===== src/rtl/serial_add_ctrl.sv =====
// ---------------------------------------------------------------------------
// serial_add_ctrl
//
// Bit-serial adder/subtractor. One 1-bit full-adder slice is time-shared
// across WIDTH-bit operands, LSB first, one bit per clock. The carry is held
// in a flip-flop between bits. In subtract mode b is inverted and the carry-in
// is forced to 1 (two's complement).
//
// Ports:
//   clk       system clock, rising-edge active
//   rst_n     asynchronous active-low reset
//   start     request pulse, sampled only in IDLE
//   sub       0 = a+b+cin, 1 = a-b; sampled with start
//   a, b      WIDTH-bit operands; sampled with start
//   cin       carry-in for add mode, ignored when sub=1
//   busy      high while the bit loop runs
//   done      one-cycle pulse, result valid
//   sum       result, held until the next accepted start
//   cout      carry out of MSB (in subtract mode 1 = no borrow)
//   overflow  signed overflow: carry into MSB XOR carry out of MSB
// ---------------------------------------------------------------------------
module serial_add_ctrl #(
    parameter int WIDTH = 8
) (
    input  logic             clk,
    input  logic             rst_n,
    input  logic             start,
    input  logic             sub,
    input  logic [WIDTH-1:0] a,
    input  logic [WIDTH-1:0] b,
    input  logic             cin,
    output logic             busy,
    output logic             done,
    output logic [WIDTH-1:0] sum,
    output logic             cout,
    output logic             overflow
);

    localparam int             CW   = $clog2(WIDTH + 1);
    localparam logic [CW-1:0]  LAST = CW'(WIDTH - 1);

    typedef enum logic [1:0] {
        S_IDLE = 2'd0,
        S_RUN  = 2'd1,
        S_DONE = 2'd2
    } state_t;

    state_t           state;
    logic [WIDTH-1:0] a_sr;
    logic [WIDTH-1:0] b_sr;
    logic             carry;
    logic [CW-1:0]    cnt;

    // The shared full-adder slice.
    logic s_bit;
    logic c_next;

    always_comb begin
        s_bit  = a_sr[0] ^ b_sr[0] ^ carry;
        c_next = (a_sr[0] & b_sr[0]) | (a_sr[0] & carry) | (b_sr[0] & carry);
    end

    // NOTE: every register is cleared by the async reset, including the operand
    // shift registers, so an aborted operation leaves no residue behind.
    always_ff @(posedge clk or negedge rst_n) begin
        if (!rst_n) begin
            state    <= S_IDLE;
            a_sr     <= '0;
            b_sr     <= '0;
            carry    <= 1'b0;
            cnt      <= '0;
            busy     <= 1'b0;
            done     <= 1'b0;
            sum      <= '0;
            cout     <= 1'b0;
            overflow <= 1'b0;
        end else begin
            // NOTE: non-blocking assignments throughout, so every term on the
            // right-hand side is the value from before this edge.
            case (state)
                S_IDLE: begin
                    done <= 1'b0;
                    if (start) begin
                        a_sr  <= a;
                        b_sr  <= sub ? ~b : b;
                        carry <= sub ? 1'b1 : cin;
                        cnt   <= '0;
                        sum   <= '0;
                        busy  <= 1'b1;
                        state <= S_RUN;
                    end
                end

                S_RUN: begin
                    // Result bits enter at the MSB, so after WIDTH shifts the
                    // first (LSB) result bit has reached position 0.
                    sum   <= (sum >> 1) | (WIDTH'(s_bit) << (WIDTH - 1));
                    a_sr  <= a_sr >> 1;
                    b_sr  <= b_sr >> 1;
                    carry <= c_next;
                    cnt   <= cnt + 1'b1;
                    if (cnt == LAST) begin
                        // carry still holds the carry into the MSB here.
                        cout     <= c_next;
                        overflow <= carry ^ c_next;
                        busy     <= 1'b0;
                        done     <= 1'b1;
                        state    <= S_DONE;
                    end
                end

                S_DONE: begin
                    done  <= 1'b0;
                    state <= S_IDLE;
                end

                default: begin
                    busy  <= 1'b0;
                    done  <= 1'b0;
                    state <= S_IDLE;
                end
            endcase
        end
    end

endmodule


===== config.mk =====
export PLATFORM = sky130hd
export DESIGN_NAME = serial_add_ctrl
export DESIGN_NICKNAME = d
export VERILOG_FILES = /design/src/rtl/serial_add_ctrl.sv
export SDC_FILE = /design/constraint.sdc
export NUM_CORES = 1
export LEC_CHECK = 0
export ABC_CLOCK_PERIOD_IN_PS = 1400
export CAP_MARGIN = 20
export CORE_MARGIN = 2
export CORE_UTILIZATION = 45
export DETAILED_ROUTE_END_ITERATION = 8
export HOLD_SLACK_MARGIN = 0.12
export PLACE_DENSITY = 0.85
export SLEW_MARGIN = 30
export SYNTH_ARGS = -nofsm -noshare
export SYNTH_HDL_FRONTEND = slang
export SYNTH_SLANG_ARGS = --single-unit

===== constraint.sdc =====
create_clock -name clk -period 1.4 [get_ports clk]
set_input_delay 0.28 -clock clk [delete_from_list [all_inputs] [get_ports clk]]
set_output_delay 0.28 -clock clk [all_outputs]
set_load 0.005 [all_outputs]

==> results list <==
* Via Count: 1279
* Number of enable flip-flop cells after synthesis: 0
* Number of standard cells after synthesis: 142
* Synth Warn #: 0
- Type of destination of the critical path: register
- The die covers about 4000 um2.
* Reported leakage power: between 0.001 and 0.0015 uW
* Path type of the worst setup path: reg -> reg
- Max-Cap Viols: 0
* Summed instance area of the synthesized netlist: 1580 um2
- Number of placement rows: 21
- For the pin with the worst max-slew slack, the measured transition is 0.306 ns.
- Core region area: 3360 um2
- Entering global routing, the biggest net connects 36 pins.
- Number of synthesized register bits: 35
* Detailed router's first-iteration violation count: 23
- Cells fill 66.0% of the core in the end.
* Routed wire length per instance: 13.6 um
- Area after DPL: 2060 um2
- Worst R2R Start: state[1]
- Initial core utilization: 47.1%
- Clock latency on the worst-skew pair, taken at its later pin, is 0.34 ns.
* # diodes: 0
* Deepest clock path buffer count: 2
* Final period utilization: 95.4%
- The worst setup path is launched from a register.
* Async S/R FF share, synth: 100%
- The H-tree generated during clock tree synthesis spans 2 levels.
* R2r setup slk: 0.06 ns
* Worst-case reg-to-reg path depth: 3
- The tightest min-delay check is of the in -> async type.
- Critical path data arrival time: about 1.6 ns
* Critical register-to-register path endpoint: b_sr[3]
* Fraction of layout instances using a drive strength above 1: 22.4%
* Final Net Count: 223
- Maximum clock frequency: roughly 750 MHz
- Total Power Consumption: 4010 uW
- Headroom to the max-slew limit: 79.5%
- The number of max-slew violations in the final report is 0.
- Synthesis instantiated 35 different standard cells from the library.
- Compared with the post-synthesis result, the final layout area differs by 40.2%.
* Final number of setup-violating endpoints: 0
* Post-synthesis sequential area ratio: 55.3%
* Clock-pin transition on the worst setup and hold timing paths: 0.11 ns
- Total iterations of the first detailed-routing run: 5
- Total power density per cell area: 1800 nW/um2
- The number of clock buffers added by TritonCTS is 5.
- Final standard cell area without fillers: between 2000 and 2500 um2
- The floorplan step set the die height to between 60 and 70 um.
- Sink Count: 35
- Clock tree root buffer cell: sky130_fd_sc_hd__clkbuf_4
* Setup repair after global routing missed its margin: no
- Data on the critical path is required at its endpoint by 1.63 ns.
* Critical path peak fanout: 19
- Final HPWL DP: 2400 um
- DRC violations left: 0
- Worst hold margin: 0.291 ns
- Number of input and output port buffers inserted: 32
* First-pass GRT wire length: 5730 um
* Detail Route Antenna Nets: 0
- For this run, the leading register cell type out of synthesis is sky130_fd_sc_hd__dfrtp_1.
* Antenna violations before repair: 0
- TritonCTS built the clock tree.
* Final critical-path required period: approximately 1.3 ns
- Final RePlAce weighted congestion: 0.855
- Dividing the detail-routed via count by the number of cells gives between 5 and 6.
- Final worst clock skew: 0.00922 ns
- The count of final hold-check violations came to 0.
- Vias in the first global route: 1324
- Grt ovf: 0
- Post-synth net total: roughly 170
- Total Wirelength: 3360 um
* Width of the chip: approximately 63 um
- The filler cells instantiated in the layout total 275.
- The flow ran to the end, and the final reports show no timing, DRC or antenna violations.
- Worst IR drop on VDD: roughly 0.8 mV
- Boundary pin count: 33
- Averaged over all synthesized cells, the footprint is 11.2 um2.
- Across every metal layer, demand over resource in global routing totals a little under a fifth.
[layer usage]
layer,track usage (%),vias to the layer above,wire [um]
met5,0,-,0
met1,22.0,610,1420
met3,5.00,6,165
li1,-,626,-
met2,32.1,37,1720
met4,7.07,0,55
[cells by family after synthesis]
family	synth area share, %
simple gates	11.1
buf+inv	4.58
mux	1.34
xor+xnor	4.98
fa+ha+maj	2.05
flops	55.3
compound gates	20.7
[where the power goes]
| group | leakage (uW) | internal [uW] | switching [uW] |
|---|---|---|---|
| combinational | 0.000515 | 939 | 696 |
| clock | 0.0000482 | 422 | 331 |
| sequential | 0.000452 | 1370 | 247 |
| total | 0.00102 | 2730 | 1270 |
[worst max-delay path: stages, from the launching register on]
cell and delay, ns:
sky130_fd_sc_hd__dfrtp_1 0.48, sky130_fd_sc_hd__o21bai_2 0.26, sky130_fd_sc_hd__buf_12 0.17, sky130_fd_sc_hd__a221o_2 0.33
[how the worst max path moves through the flow]
stage / to / cells past startpoint / from / slack [ns]
CTS: overflow / 4 / a_sr[0] / 0.01
global route: overflow / 4 / cnt[1] / 0.005
global placement: b_sr[3] / 4 / start / -0.21
floorplan: overflow / 4 / a_sr[0] / 0.08
finish: b_sr[3] / 3 / state[1] / 0.06
detailed placement: b_sr[3] / 4 / start / -0.26
[per-stage QoR]
| step | std cells | setup WS (ns) | setup TNS [ns] |
|---|---|---|---|
| floorplan | 142 | 0.0803 | 0 |
| global placement | 228 | -0.210 | -2.75 |
| detailed placement | 228 | -0.258 | -3.50 |
| CTS | 246 | 0.0131 | 0 |
| global route | 247 | 0.00514 | 0 |
| finish | 247 | 0.0649 | 0 |
[placed cells by master (no fill, tap or decap), types with 2 or more instances in the layout]
cell type	count
sky130_fd_sc_hd__o211ai_1	4
sky130_fd_sc_hd__buf_4	26
sky130_fd_sc_hd__dlygate4sd2_1	12
sky130_fd_sc_hd__o22ai_1	2
sky130_fd_sc_hd__inv_1	5
sky130_fd_sc_hd__a21oi_1	4
sky130_fd_sc_hd__o21ai_0	10
sky130_fd_sc_hd__nand2b_1	2
sky130_fd_sc_hd__dfrtp_1	34
sky130_fd_sc_hd__nand2_1	16
sky130_fd_sc_hd__nand3_1	5
sky130_fd_sc_hd__buf_12	2
sky130_fd_sc_hd__a221o_2	2
sky130_fd_sc_hd__a22oi_1	6
sky130_fd_sc_hd__xnor2_1	9
sky130_fd_sc_hd__a22o_1	9
sky130_fd_sc_hd__nor2_1	6
sky130_fd_sc_hd__clkbuf_4	5
sky130_fd_sc_hd__clkdlybuf4s50_1	20
[synthesized netlist by cell type, types with 2 or more instances]
cell type	number	area [um2]
sky130_fd_sc_hd__dfrtp_1	35	876
sky130_fd_sc_hd__nand2b_1	2	12.5
sky130_fd_sc_hd__nor2_1	6	22.5
sky130_fd_sc_hd__a221o_2	2	22.5
sky130_fd_sc_hd__o22ai_1	2	12.5
sky130_fd_sc_hd__o21ai_0	10	50.1
sky130_fd_sc_hd__a22o_1	9	78.8
sky130_fd_sc_hd__nand3_1	5	25.0
sky130_fd_sc_hd__nand2_1	16	60.1
sky130_fd_sc_hd__a21oi_1	4	20.0
sky130_fd_sc_hd__buf_2	7	35.0
sky130_fd_sc_hd__xnor2_1	9	78.8
sky130_fd_sc_hd__a22oi_1	6	45.0
sky130_fd_sc_hd__inv_1	5	18.8
sky130_fd_sc_hd__o211ai_1	4	30.0
[state kept, by name, summed over array words and instances (netlist names)]
signal	count
a_sr	8
busy	1
overflow	1
cnt	4
state	2
b_sr	8
carry	1
sum	8
done	1
cout	1
[area by class of cell]
type | instances | area (um2) | area share (%)
multi-input cells | 93 | 641 | 28.8
well taps | 46 | 57.6 | 2.59
clock buffers | 6 | 51.3 | 2.31
inverters | 5 | 18.8 | 0.845
flip-flops and latches | 35 | 877 | 39.5
repair buffers | 60 | 541 | 24.3
clock inverters | 2 | 35.0 | 1.58
[timing repair]
item,4_1_cts,5_1_grt
setup endpoints to repair,12,11
hold buffers,0,0
setup buffers,10,1
resized for setup,12,3
(Power assumes the default switching activity.)
